--- src/rtl/mix_columns_if.sv ---
// mix_columns_if
// Handshake bundle for the iterative AES MixColumns engine.
//   in_valid / in_ready / DataIn    : state accepted from ShiftRows
//   out_valid / out_ready / DataOut : mixed state offered to AddRoundKey
//   bypass                          : present only when MIXCOL_BYPASS_EN is defined
// Modports: master = upstream/downstream round logic, slave = the engine.
interface mix_columns_if;
    logic         in_valid;
    logic         in_ready;
    logic [127:0] DataIn;
    logic         out_valid;
    logic         out_ready;
    logic [127:0] DataOut;
`ifdef MIXCOL_BYPASS_EN
    logic         bypass;

    modport master (
        output in_valid, DataIn, out_ready, bypass,
        input  in_ready, out_valid, DataOut
    );

    modport slave (
        input  in_valid, DataIn, out_ready, bypass,
        output in_ready, out_valid, DataOut
    );
`else
    modport master (
        output in_valid, DataIn, out_ready,
        input  in_ready, out_valid, DataOut
    );

    modport slave (
        input  in_valid, DataIn, out_ready,
        output in_ready, out_valid, DataOut
    );
`endif
endinterface

--- src/rtl/mix_columns_seq.sv ---
// mix_columns_seq
// Iterative AES forward MixColumns. Accepts one 128-bit state, mixes
// COLS_PER_CYCLE columns per clock (N = 4/COLS_PER_CYCLE busy cycles) and
// holds the result until the downstream round logic takes it.
// Ports:
//   clk  : rising-edge clock
//   rst  : asynchronous, active-high reset
//   bus  : mix_columns_if.slave (in_valid/in_ready/DataIn, out_valid/out_ready/DataOut)
// Column c occupies bits [127-32c -: 32]; row-0 byte is the MSB of a column.
// Parameter COLS_PER_CYCLE: 1, 2 or 4.
// Optional build macro MIXCOL_BYPASS_EN: adds bus.bypass, sampled on the
// accepting edge; when set, the latched input is passed through unchanged
// with identical timing (AES final round).
//
// state | meaning
// IDLE  | ready for a new state; in_ready=1
// BUSY  | mixing columns starting at colCnt
// DONE  | result held on DataOut; out_valid=1 until out_ready
module mix_columns_seq #(
    parameter int COLS_PER_CYCLE = 1
) (
    input  logic          clk,
    input  logic          rst,
    mix_columns_if.slave  bus
);

    typedef enum logic [1:0] {IDLE, BUSY, DONE} stateType;

    // With four columns per cycle the step wraps the 2-bit counter to 0,
    // and the last-column compare value is 0 as well, so one compare covers all widths.
    localparam logic [1:0] CNT_STEP = 2'(COLS_PER_CYCLE % 4);
    localparam logic [1:0] LAST_CNT = 2'(4 - COLS_PER_CYCLE);

    stateType     state;
    stateType     nextState;
    logic [1:0]   colCnt;
    logic [127:0] holdReg;
    logic [127:0] dataOutReg;
    logic [1:0]   colIdx    [COLS_PER_CYCLE];
    logic [31:0]  colResult [COLS_PER_CYCLE];
`ifdef MIXCOL_BYPASS_EN
    logic         bypassReg;
`endif

    function automatic logic [7:0] xtime(input logic [7:0] x);
        return {x[6:0], 1'b0} ^ (x[7] ? 8'h1B : 8'h00);
    endfunction

    function automatic logic [31:0] mixColumn(input logic [31:0] col);
        logic [7:0] a, b, c, d;
        logic [7:0] a2, b2, c2, d2;
        {a, b, c, d} = col;
        a2 = xtime(a);
        b2 = xtime(b);
        c2 = xtime(c);
        d2 = xtime(d);
        return {a2 ^ (b2 ^ b) ^ c ^ d,
                a ^ b2 ^ (c2 ^ c) ^ d,
                a ^ b ^ c2 ^ (d2 ^ d),
                (a2 ^ a) ^ b ^ c ^ d2};
    endfunction

    always_ff @(posedge clk or posedge rst) begin
        if (rst) begin
            state <= IDLE;
        end else begin
            state <= nextState;
        end
    end

    always_comb begin
        nextState     = state;
        bus.in_ready  = 1'b0;
        bus.out_valid = 1'b0;
        case (state)
            IDLE: begin
                bus.in_ready = 1'b1;
                if (bus.in_valid) begin
                    nextState = BUSY;
                end
            end
            BUSY: begin
                if (colCnt == LAST_CNT) begin
                    nextState = DONE;
                end
            end
            DONE: begin
                bus.out_valid = 1'b1;
                if (bus.out_ready) begin
                    nextState = IDLE;
                end
            end
            default: nextState = IDLE;
        endcase
    end

    // Only COLS_PER_CYCLE mixers exist; each picks its column from the held input.
    always_comb begin
        for (int j = 0; j < COLS_PER_CYCLE; j++) begin
            colIdx[j] = colCnt + 2'(j);
`ifdef MIXCOL_BYPASS_EN
            colResult[j] = bypassReg ? holdReg[127 - 32 * int'(colIdx[j]) -: 32]
                                     : mixColumn(holdReg[127 - 32 * int'(colIdx[j]) -: 32]);
`else
            colResult[j] = mixColumn(holdReg[127 - 32 * int'(colIdx[j]) -: 32]);
`endif
        end
    end

    always_ff @(posedge clk or posedge rst) begin
        if (rst) begin
            holdReg    <= '0;
            dataOutReg <= '0;
            colCnt     <= '0;
`ifdef MIXCOL_BYPASS_EN
            bypassReg  <= 1'b0;
`endif
        end else begin
            case (state)
                IDLE: begin
                    if (bus.in_valid) begin
                        holdReg   <= bus.DataIn;
                        colCnt    <= '0;
`ifdef MIXCOL_BYPASS_EN
                        bypassReg <= bus.bypass;
`endif
                    end
                end
                BUSY: begin
                    for (int j = 0; j < COLS_PER_CYCLE; j++) begin
                        dataOutReg[127 - 32 * int'(colIdx[j]) -: 32] <= colResult[j];
                    end
                    colCnt <= colCnt + CNT_STEP;
                end
                default: ;
            endcase
        end
    end

    assign bus.DataOut = dataOutReg;

endmodule

--- src/flat_wrapper.sv ---
// flat-port wrapper written by rule: the top's interface ports become plain ports
module mix_columns_seq_flat 
#(
    parameter int COLS_PER_CYCLE = 1
)
  (clk, rst, bus_in_valid, bus_DataIn, bus_out_ready, bus_in_ready, bus_out_valid, bus_DataOut);
  mix_columns_if bus_i ();
  input  logic clk;
  input  logic rst;
  input wire logic [$bits(bus_i.in_valid)-1:0] bus_in_valid;
  input wire logic [$bits(bus_i.DataIn)-1:0] bus_DataIn;
  input wire logic [$bits(bus_i.out_ready)-1:0] bus_out_ready;
  output wire logic [$bits(bus_i.in_ready)-1:0] bus_in_ready;
  output wire logic [$bits(bus_i.out_valid)-1:0] bus_out_valid;
  output wire logic [$bits(bus_i.DataOut)-1:0] bus_DataOut;
  assign bus_i.in_valid = bus_in_valid;
  assign bus_i.DataIn = bus_DataIn;
  assign bus_i.out_ready = bus_out_ready;
  assign bus_in_ready = bus_i.in_ready;
  assign bus_out_valid = bus_i.out_valid;
  assign bus_DataOut = bus_i.DataOut;
  mix_columns_seq #(.COLS_PER_CYCLE(COLS_PER_CYCLE)) u_core (.clk(clk), .rst(rst), .bus(bus_i));
endmodule
--- config.mk ---
export PLATFORM = sky130hd
export DESIGN_NAME = mix_columns_seq_flat
export DESIGN_NICKNAME = d
export VERILOG_FILES = /design/src/rtl/mix_columns_if.sv /design/src/rtl/mix_columns_seq.sv /design/src/flat_wrapper.sv
export SDC_FILE = /design/constraint.sdc
export NUM_CORES = 1
export LEC_CHECK = 0
export BUFFER_PORTS_ARGS = -buffer_cell sky130_fd_sc_hd__buf_2
export CELL_PAD_IN_SITES_DETAIL_PLACEMENT = 1
export CELL_PAD_IN_SITES_GLOBAL_PLACEMENT = 1
export CORE_ASPECT_RATIO = 0.75
export CORE_MARGIN = 2
export CORE_UTILIZATION = 47
export DETAILED_ROUTE_END_ITERATION = 6
export GPL_ROUTABILITY_DRIVEN = 0
export PLACE_DENSITY_LB_ADDON = 0.08
export SYNTH_ARGS = -nofsm -noshare
export SYNTH_HDL_FRONTEND = slang
export SYNTH_SLANG_ARGS = --single-unit
--- constraint.sdc ---
create_clock -name clk -period 25.2 [get_ports clk]
set_clock_uncertainty 0.15 [all_clocks]
set_input_delay 5.04 -clock clk [delete_from_list [all_inputs] [get_ports clk]]
set_output_delay 5.04 -clock clk [all_outputs]
set_load 0.01 [all_outputs]
# Word-level counts from Yosys, hierarchy flattened
# Index checks and enable logic that the tools add are counted.
[op_classes] n_addsub=3 n_eq_ne=6 n_shift=3 muxes=13 bitwise_logic=20 reduce_logical=5
[ops] operator="$xor 8x8->8" n=20
[ops] operator="$shift 32x33->159 const A" n=1
[ops] operator="$shiftx 159x32->32" n=1
[ops] operator="$shiftx 32x33->159" n=1
[ops] operator="$bwmux 128" n=1
[ops] operator="$neg 32->33" n=1
[ops] operator="$mux 5" n=4
[ops] operator="$mux 2" n=4
[ops] operator="$sub 7x7->8 const A" n=1
[ops] operator="$pmux 2 s3" n=1
[ops] operator="$eq 2x2->1 const B" n=2
[ops] operator="$ne 2x2->1 const B" n=2
[ops] operator="$pmux 2 s2" n=1
[ops] operator="$reduce_and 2->1" n=2
[ops] operator="$reduce_and 3->1" n=1
[ops] operator="$add 2x1->2 const B" n=1
[ops] operator="$eq 2x1->1 const B" n=1
[ops] operator="$logic_not 2->1" n=1
[ops] operator="$mux 1" n=2
[ops] operator="$ne 2x1->1 const B" n=1
[ops] operator="$reduce_bool 2->1" n=1
[totals] reg_bits=260 in_bits=132 output_inout_bits=130 wordCells=54

# Longest topological paths before layout
# Gate-level depths: netlist of run 1.
[logic_depth] depth_word=10 mapped_depth=8 mapped_depth_nobuf=5

# Worst setup path before layout of run 1
# OpenSTA, ideal clock, no wires.
[synth_timing] kind="input to register" from="in bus_in_valid" to="reg u_core.holdReg[60]" setup_ns=0.125 t_arrival_ns=6.207 required_ns=24.925 setup_slack_ns=18.718 path_stages=4 path_cell_list="and2_1 clkbuf_1 buf_1 mux2_2"
[synth_between] elab_chain_len=1
[synth_lines] item="start, declared" line="flat_wrapper.sv:10" source="input wire logic [$bits(bus_i.in_valid)-1:0] bus_in_valid;"
[synth_lines] item="$reduce_and 2->1 (no line)"
[synth_lines] item="end signal, assigned" line="mix_columns_seq.sv:122" source="holdReg <= bus.DataIn;"
[synth_lines] item="end, declared" line="mix_columns_seq.sv:37" source="logic [127:0] holdReg;"
# No other way between the ends.
# A chain may end at the register's enable or synchronous reset.

# Worst setup path after layout of run 1
[layout_timing] from="in bus_in_valid" to="reg u_core.holdReg[105]"
# The elaborated chain is that of the path after synthesis.

==> impl_metrics.yaml, run 1 <==
clock_tree:
  cts_resized: 0
  cts_buffers: 27
  root_buffer: "clkbuf_16"
  tritoncts: "built"
  clkLatencyLatePin_ps: 540
  hold_buffers: 0
  path_clk_slew_ps: 60
  clockBufferDepth: 3
  cts_sinks: 260
  postCtsSetupBuffers: 0
  htreeDepth: 1
routing:
  vias: 7577
  ant_nets: 0
  drt_iter0_markers: 422
  wire_per_inst_um: 22.3
  firstDrtPassIters: 4
  drt_wl_total_um: 32100
  vias_per_cell: 5.27
  drcViolationCount: 0
logic_synthesis:
  syn_nets: 966
  synth_top_area_share_pct: 56.0
  synth-edff-count: 0
  netlist_area_sq_um: 11600
  synth_common_cells: "dfrtp_1 (260), nand2_1 (135), mux2_2 (128)"
  seq_area_frac_synth_pct: 56.0
  yosys.area.top_type: "dfrtp_1"
  async_reset_ff_share_pct: 100
  synth_flop_cell: "dfrtp_1"
  ys_ff_latch: 260
  yosysWarnings: 0
  yosys-top-cells-area: "dfrtp_1 (56%), mux2_2 (12%), xnor3_1 (7.0%)"
  synthCells: 830
  synth_most_common_cell: "dfrtp_1"
  synth.avg_cell_area_sq_um: 14.0
  ys_types: 28
final_layout:
  syn2layout_area_growth_pct: 21.4
  nets: 1219
  drive_gt1_share_pct: 45.1
timing:
  setup_violations: 0
  period_share_pct: 27.1
  tightest_slew_ps: 1040
  rsz0062_at_grt: "false"
  fin_crit_ps: 6840
  slew_headroom_pct: 30.8
  slew_viol_final: 0
  finalSetupTns_ps: 0
  finalHoldViolCount: 0
  max_clock_freq_mhz: 146
worst_setup_path:
  ff2ff_path_depth: 5
  end_kind: "flop"
  r2r_slack_ps: 21810
  cp_cell_sequence: "buf_2, and2_4, buf_4, mux2_2"
  cp_slowest_cell: "buf_4"
  required_ps: 25460
  worstReg2RegEnd: "u_core.bus.DataOut[37]"
  crit_end: "u_core.holdReg[105]"
  critPathLaunchType: "input pin"
  cp-startpoint: "bus_in_valid"
  arrival_ps: 7100
  reg2reg_from: "u_core.colCnt[1]"
  crit_type: "input pin to flop"
  slowest_delay_ps: 900
  worstPathMaxFanout: 81
floorplanning:
  io-pin-count: 262
  core-area_sq_um: 24200
  fp.dieW_um: 186
  start_util_pct: 48.1
  num_rows: 49
  fp.dieH_um: 140
  dieArea_sq_um: 26000
outcome:
  status: "completed"
min_path:
  hold_class: "flop to flop"
grt:
  overflow: 0
  grt_max_degree: 141
  grt_usage_pct: 25.5
  grt_first_pass_wirelength_um: 49800
  antenna_found_initial: 2
  grt_pass1_vias: 8191
placement:
  dp_hpwl_um: 22600
  port_buffers: 261
job:
  cap_violations: 0
## kinds of logic after synthesis
family / Yosys count / synth area share [%]
flops: 260 / 56.0
mux: 161 / 18.7
simple gates: 144 / 4.80
compound gates: 131 / 5.70
xor+xnor: 75 / 12.2
buf+inv: 55 / 2.22
fa+ha+maj: 4 / 0.431
## flip-flops by register name (all words and copies together), names as in the netlist
| name | cells |
|---|---|
| u_core.bus.DataOut | 128 |
| u_core.colCnt | 2 |
| u_core.holdReg | 128 |
| u_core.state | 2 |
## layout by cell type (no fill, tap or decap), types with 7 or more instances in the layout
cell and count:
clkbuf_16 27, buf_2 261, xnor3_1 36, o21ai_1 124, xnor2_2 11, xnor2_1 14, xor3_1 7, buf_4 13
nand2_1 135, dfrtp_1 258, mux2_2 128, mux4_2 32, clkinv_2 9
## worst min path at each step
stage,startpoint,endpoint,slack [ps],cells past startpoint
floorplan,u_core.state[1],u_core.state[0],310,1
global placement,u_core.bus.DataOut[56],u_core.bus.DataOut[56],310,2
detailed placement,u_core.bus.DataOut[25],u_core.bus.DataOut[25],320,2
CTS,u_core.bus.DataOut[39],u_core.bus.DataOut[39],330,2
global route,u_core.bus.DataOut[29],u_core.bus.DataOut[29],350,2
finish,u_core.bus.DataOut[50],u_core.bus.DataOut[50],330,2
## routing by layer
layer / track usage, % / wire length [um] / part of all wire, %
met5: 0 / 0 / 0
met4: 5.80 / 751 / 2.3
met3: 3.85 / 1680 / 5.2
met2: 40.5 / 14900 / 46
met1: 37.6 / 14800 / 46
## critical path: cells and delay by family
| kind | cells | cell delay [ps] |
|---|---|---|
| AND/OR/NAND/NOR | 1 | 540 |
| multiplexers | 1 | 430 |
| buffers and inverters | 2 | 1000 |
## stage by stage
step	utilization, %	cell area [sq um]	hold WS [ps]	std cells	setup slack (ps)
after floorplan	-	11600	313	830	12850
after global placement	54.7	13200	313	1385	17840
after detailed placement	54.7	13200	320	1385	17850
after CTS	58.4	14100	334	1435	18390
after global routing	58.4	14100	354	1437	18240
final	58.4	14100	329	1437	18360
## cell type report
type / count / area (sq um)
Antenna cell: 2 / 5.00
Fill cell: 2505 / 10000
Clock buffer: 38 / 777
Clock inverter: 12 / 114
Multi-Input combinational cell: 515 / 4860
Inverter: 5 / 26.3
Sequential cell: 260 / 6510
Timing Repair Buffer: 274 / 1400
Tap cell: 331 / 414
Power of run 1 is left out: the tool's default activity adds up to more than one toggle a clock period on the data nets, which glitch-free logic cannot reach.
==> run 2: changes to the inputs <==
Settings changed: ABC_AREA from default to 1, CORE_UTILIZATION 47 to 40.
Clock period 25.2 ns to 6.5 ns, I/O delays scaled along.
==> run 2 against run 1 <==
Effect of this change: first-iteration DRC count increased by 140%; sequential cell count unchanged; design area increased by 14%; global-route usage increased by 2.8 points; utilization decreased by 10 points; synthesized cell count increased by 130%; via count increased by 78%; routed wire length increased by 56%; die area increased by 35%; area after synthesis increased by 16%; non-clock buffer count increased by 1; highest routed layer unchanged.
==> impl_metrics.yaml, run 2 <==
outcome:
  status: "completed"
clock_tree:
  clockBufferDepth: 3
  cts_resized: 0
  hold_buffers: 0
  clkLatencyLatePin_ps: 570
  postCtsSetupBuffers: 0
  cts_sinks: 260
  htreeDepth: 1
  cts_buffers: 28
  tritoncts: "built"
  path_clk_slew_ps: 70
  root_buffer: "clkbuf_16"
final_layout:
  final_area_sq_um: 16000
  final_util_pct: 48.1
  nets: 2254
  drive_gt1_share_pct: 17.9
  mostFrequentLayoutCell: "nand2_1"
  multi_input_area_sq_um: 6310
  diodes: 0
  layout_common_cells: "nand2_1 (1173), buf_2 (261), dfrtp_1 (258), nand3_1 (170), nand4_1 (68)"
  seqCellArea_sq_um: 6510
  nFillCells: 4327
  syn2layout_area_growth_pct: 19.0
  fin_cells: 2589
placement:
  port_buffers: 261
  place_area_sq_um: 15000
  dp_hpwl_um: 34600
  dp.cells: 2538
  place_ws_ps: 3100
grt:
  grt_use_met3_pct: 4.59
  grt_use_met1_pct: 39.9
  grtUsageMet2_pct: 45.2
  top_usage_layer: "met2"
  antenna_found_initial: 0
  grt_usage_pct: 28.3
  grt_max_degree: 136
  grt_pass1_vias: 13800
  grt_first_pass_wirelength_um: 78100
  overflow: 0
logic_synthesis:
  yosys-top-cells-area: "dfrtp_1 (48%), nand2_1 (33%), nand3_1 (6.3%)"
  ys_ff_latch: 260
  syn_nets: 2041
  synth-xor-area-share_pct: 0.697
  synth_common_cells: "nand2_1 (1174), dfrtp_1 (260), nand3_1 (170)"
  synth.avg_cell_area_sq_um: 7.06
  yosys.area_share.simple_pct: 45.1
  synth_most_common_cell: "nand2_1"
  yosysWarnings: 0
  synthCells: 1905
  synth_top_area_share_pct: 48.3
  synth_top_family_by_area: "simple AND/OR/NAND/NOR gates"
  synth_fa_ha_area_share_pct: 0.372
  synth_flop_cell: "dfrtp_1"
  ys_types: 27
  seq_area_frac_synth_pct: 48.3
  yosys.area.top_type: "dfrtp_1"
  synth_mux_area_share_pct: 0
  synth-edff-count: 0
  async_reset_ff_share_pct: 100
  netlist_area_sq_um: 13500
  synth-compound-area-share_pct: 0.660
worst_setup_path:
  end_kind: "flop"
  critPathLaunchType: "flop"
  cp_cell_sequence: "inv_8, ha_1, nand2_1, nor2_2, buf_4, nand4_1, nand2_1"
  required_ps: 6840
  cp_slowest_cell: "nand2_1"
  slowest_delay_ps: 690
  worstPathMaxFanout: 135
  path_buf_inv: 2
  critPathTopFamily: "simple AND/OR/NAND/NOR gates"
  arrival_ps: 3780
  worst_path_most_repeated_cell: "nand2_1"
  crit_type: "flop to flop"
job:
  cap_violations: 0
timing:
  max_clock_freq_mhz: 291
  fin_hold_ws_ps: 329
  setup_violations: 0
  rsz0062_at_grt: "false"
  finalHoldViolCount: 0
  finalSetupTns_ps: 0
  fin_crit_ps: 3440
  slew_headroom_pct: 20.9
  slew_viol_final: 0
  finalWorstSetupSlack_ps: 3060
  tightest_slew_ps: 1180
  period_share_pct: 52.9
floorplanning:
  num_rows: 58
  fp.dieH_um: 163
  fp.dieW_um: 216
  dieArea_sq_um: 35100
  io-pin-count: 262
  start_util_pct: 40.4
  core-area_sq_um: 33300
pwr:
  vdd_drop_max_mv: 0.242
  power.density_nw_per_um2: 682
  power_mw: 10.9
  leakage_nw: 9.45
routing:
  wire_per_inst_um: 19.3
  vias: 13500
  drt_iter0_markers: 1001
  firstDrtPassIters: 4
  drt_wl_total_um: 50000
  vias_per_cell: 5.22
  drcViolationCount: 0
  ant_nets: 0
min_path:
  hold_class: "flop to flop"
-- run 2: layout make-up --
cell class	count	area share, %
tap	450	3.51
multi-input combinational	1504	39.4
clock inverter	6	0.695
sequential	260	40.6
inverter	49	1.23
timing repair buffer	275	8.97
clock buffer	45	5.53
-- run 2: worst register-to-register path: cells and delay by family, from the launching register on --
kind / cells / cell delay, ps
flops: 1 / 630
buf+inv: 2 / 1010
fa+ha+maj: 1 / 300
simple gates: 4 / 1280
-- run 2: worst paths after layout --
path | start | to | slack [ps] | depth (start not counted)
min in group asynchronous | rst | u_core.bus.DataOut[0] | 660 | 2
min | u_core.holdReg[43] | u_core.holdReg[43] | 330 | 2
max | u_core.colCnt[0] | u_core.bus.DataOut[61] | 3060 | 7
max in group asynchronous | rst | u_core.holdReg[11] | 4380 | 3
max reg2reg | u_core.colCnt[0] | u_core.bus.DataOut[61] | 3060 | 7
min reg2reg | u_core.holdReg[43] | u_core.holdReg[43] | 330 | 2
-- run 2: cells by family (layout without fill, tap and decap cells) --
logic type / Yosys count / after routing
buffers and inverters: 141 / 375
AND/OR/NAND/NOR: 1475 / 1475
flip-flops: 260 / 260
XOR/XNOR: 9 / 9
AO/OA/AOI/OAI: 16 / 16
adder cells (fa/ha/maj): 4 / 4
-- run 2: power by group --
group	internal, mW	switching, mW
sequential	2.26	0.427
combinational	1.69	4.80
clock	1.05	0.698
total	5.01	5.92
-- run 2: routing by layer --
metal,share of wire (%),up-vias,wire (um)
met5,0,-,0
met4,3.0,0,1500
met3,5.0,83,2520
met2,45,341,22400
met1,47,6705,23500
li1,-,6376,-
Note: power is estimated with default switching activity, not from simulation.
==> run 3: changes to the inputs <==
Settings changed: ABC_AREA 1 to 0.
Clock period 6.5 ns to 2.7 ns, I/O delays scaled along.
==> run 3 against run 2 <==
Effect of this change: die area down 13%; first-iteration DRC count fell by 66%; sequential cell count unchanged; utilization rose by 2.4 points.
==> impl_metrics.yaml, run 3 (synthesis gave the netlist of run 1 again) <==
final_layout:
  diodes: 0
  nets: 1249
  mostFrequentLayoutCell: "buf_2"
  final_util_pct: 50.5
  drive_gt1_share_pct: 46.5
  layout_common_cells: "buf_2 (261), dfrtp_1 (258), nand2_1 (135), mux2_2 (128), o21ai_1 (124)"
  syn2layout_area_growth_pct: 25.5
worst_setup_path:
  path_buf_inv: 3
  r2r_slack_ps: 120
  cp_cell_sequence: "buf_12, mux4_2, buf_4, xnor3_1, xnor2_1, buf_4, o21ai_1"
  critPathLaunchType: "flop"
  end_kind: "flop"
  worstPathMaxFanout: 20
  crit_type: "flop to flop"
  worst_path_most_repeated_cell: "buf_4"
  slowest_delay_ps: 650
  cp_slowest_cell: "mux4_2"
  required_ps: 2970
  critPathTopFamily: "multiplexers"
  arrival_ps: 2850
floorplanning:
  num_rows: 54
  start_util_pct: 40.3
  fp.dieW_um: 201
  fp.dieH_um: 152
  core-area_sq_um: 28900
  io-pin-count: 262
  dieArea_sq_um: 30400
routing:
  vias: 7751
  ant_nets: 0
  wire_per_inst_um: 22.9
  vias_per_cell: 5.08
  drt_iter0_markers: 345
  drcViolationCount: 0
  drt_wl_total_um: 34900
  firstDrtPassIters: 4
clock_tree:
  htreeDepth: 1
  cts_sinks: 260
  path_clk_slew_ps: 60
  clkLatencyLatePin_ps: 560
  tritoncts: "built"
  cts_buffers: 28
  root_buffer: "clkbuf_16"
  clockBufferDepth: 3
timing:
  slew_headroom_pct: 58.9
  setup_violations: 0
  tightest_slew_ps: 615
  slew_viol_final: 0
  period_share_pct: 95.7
  fin_crit_ps: 2580
  max_clock_freq_mhz: 387
  rsz0062_at_grt: "false"
  finalHoldViolCount: 0
outcome:
  status: "completed"
placement:
  port_buffers: 261
  dp_hpwl_um: 25400
grt:
  grt_max_degree: 58
  grt_usage_pct: 23.2
  grt_first_pass_wirelength_um: 52600
  overflow: 0
  grt_pass1_vias: 8146
  antenna_found_initial: 0
min_path:
  hold_class: "input pin to flop"
job:
  cap_violations: 0
[run 3: worst register-to-register path: stages, from the launching register on]
cell,delay (ps)
dfrtp_2,410
buf_12,210
mux4_2,670
buf_4,210
xnor3_1,350
xnor2_1,220
buf_4,170
o21ai_1,70
[run 3: routing by layer]
layer | track usage [%] | routed length, um
met3 | 3.83 | 1840
met2 | 36.8 | 16000
met5 | 0 | 0
met4 | 4.04 | 505
met1 | 34.3 | 16500
[run 3: layout make-up]
cell class	instances	area, sq um
clock buffer	44	892
clock inverter	6	66.3
fill	3031	14300
inverter	5	22.5
multi-input combinational	515	4860
sequential	260	6510
tap	392	490
timing repair buffer	303	1740
[run 3: timing repair]
item                       CTS  global route
hold endpoints to repair     5             0
setup endpoints to repair    0             1
hold buffers                 1             0
setup buffers                0             0
gates resized for setup      0             1
[run 3: path summary, 6_finish.rpt]
kind | startpoint | end | depth (start not counted)
hold reg to reg | u_core.bus.DataOut[119] | u_core.bus.DataOut[119] | 2
setup / recovery | u_core.colCnt[1] | u_core.bus.DataOut[111] | 7
max in group asynchronous | rst | u_core.holdReg[88] | 4
hold / removal | bus_out_ready | u_core.state[1] | 2
setup reg to reg | u_core.colCnt[1] | u_core.bus.DataOut[111] | 7
min in group asynchronous | rst | u_core.holdReg[102] | 3
[run 3: stage by stage]
stage	area, sq um	setup slack (ps)	std cells	hold slack, ps	TNS (ps)
2_1_floorplan	11600	-1420	830	313	-368570
4_1_cts	14600	55.0	1525	1.09	0
6_report	14600	116	1525	13.5	0
3_3_place_gp	13600	129	1474	315	0
5_1_grt	14600	11.7	1525	17.0	0
3_5_place_dp	13600	66.7	1474	321	0
Power of run 3 is left out for the same reason.
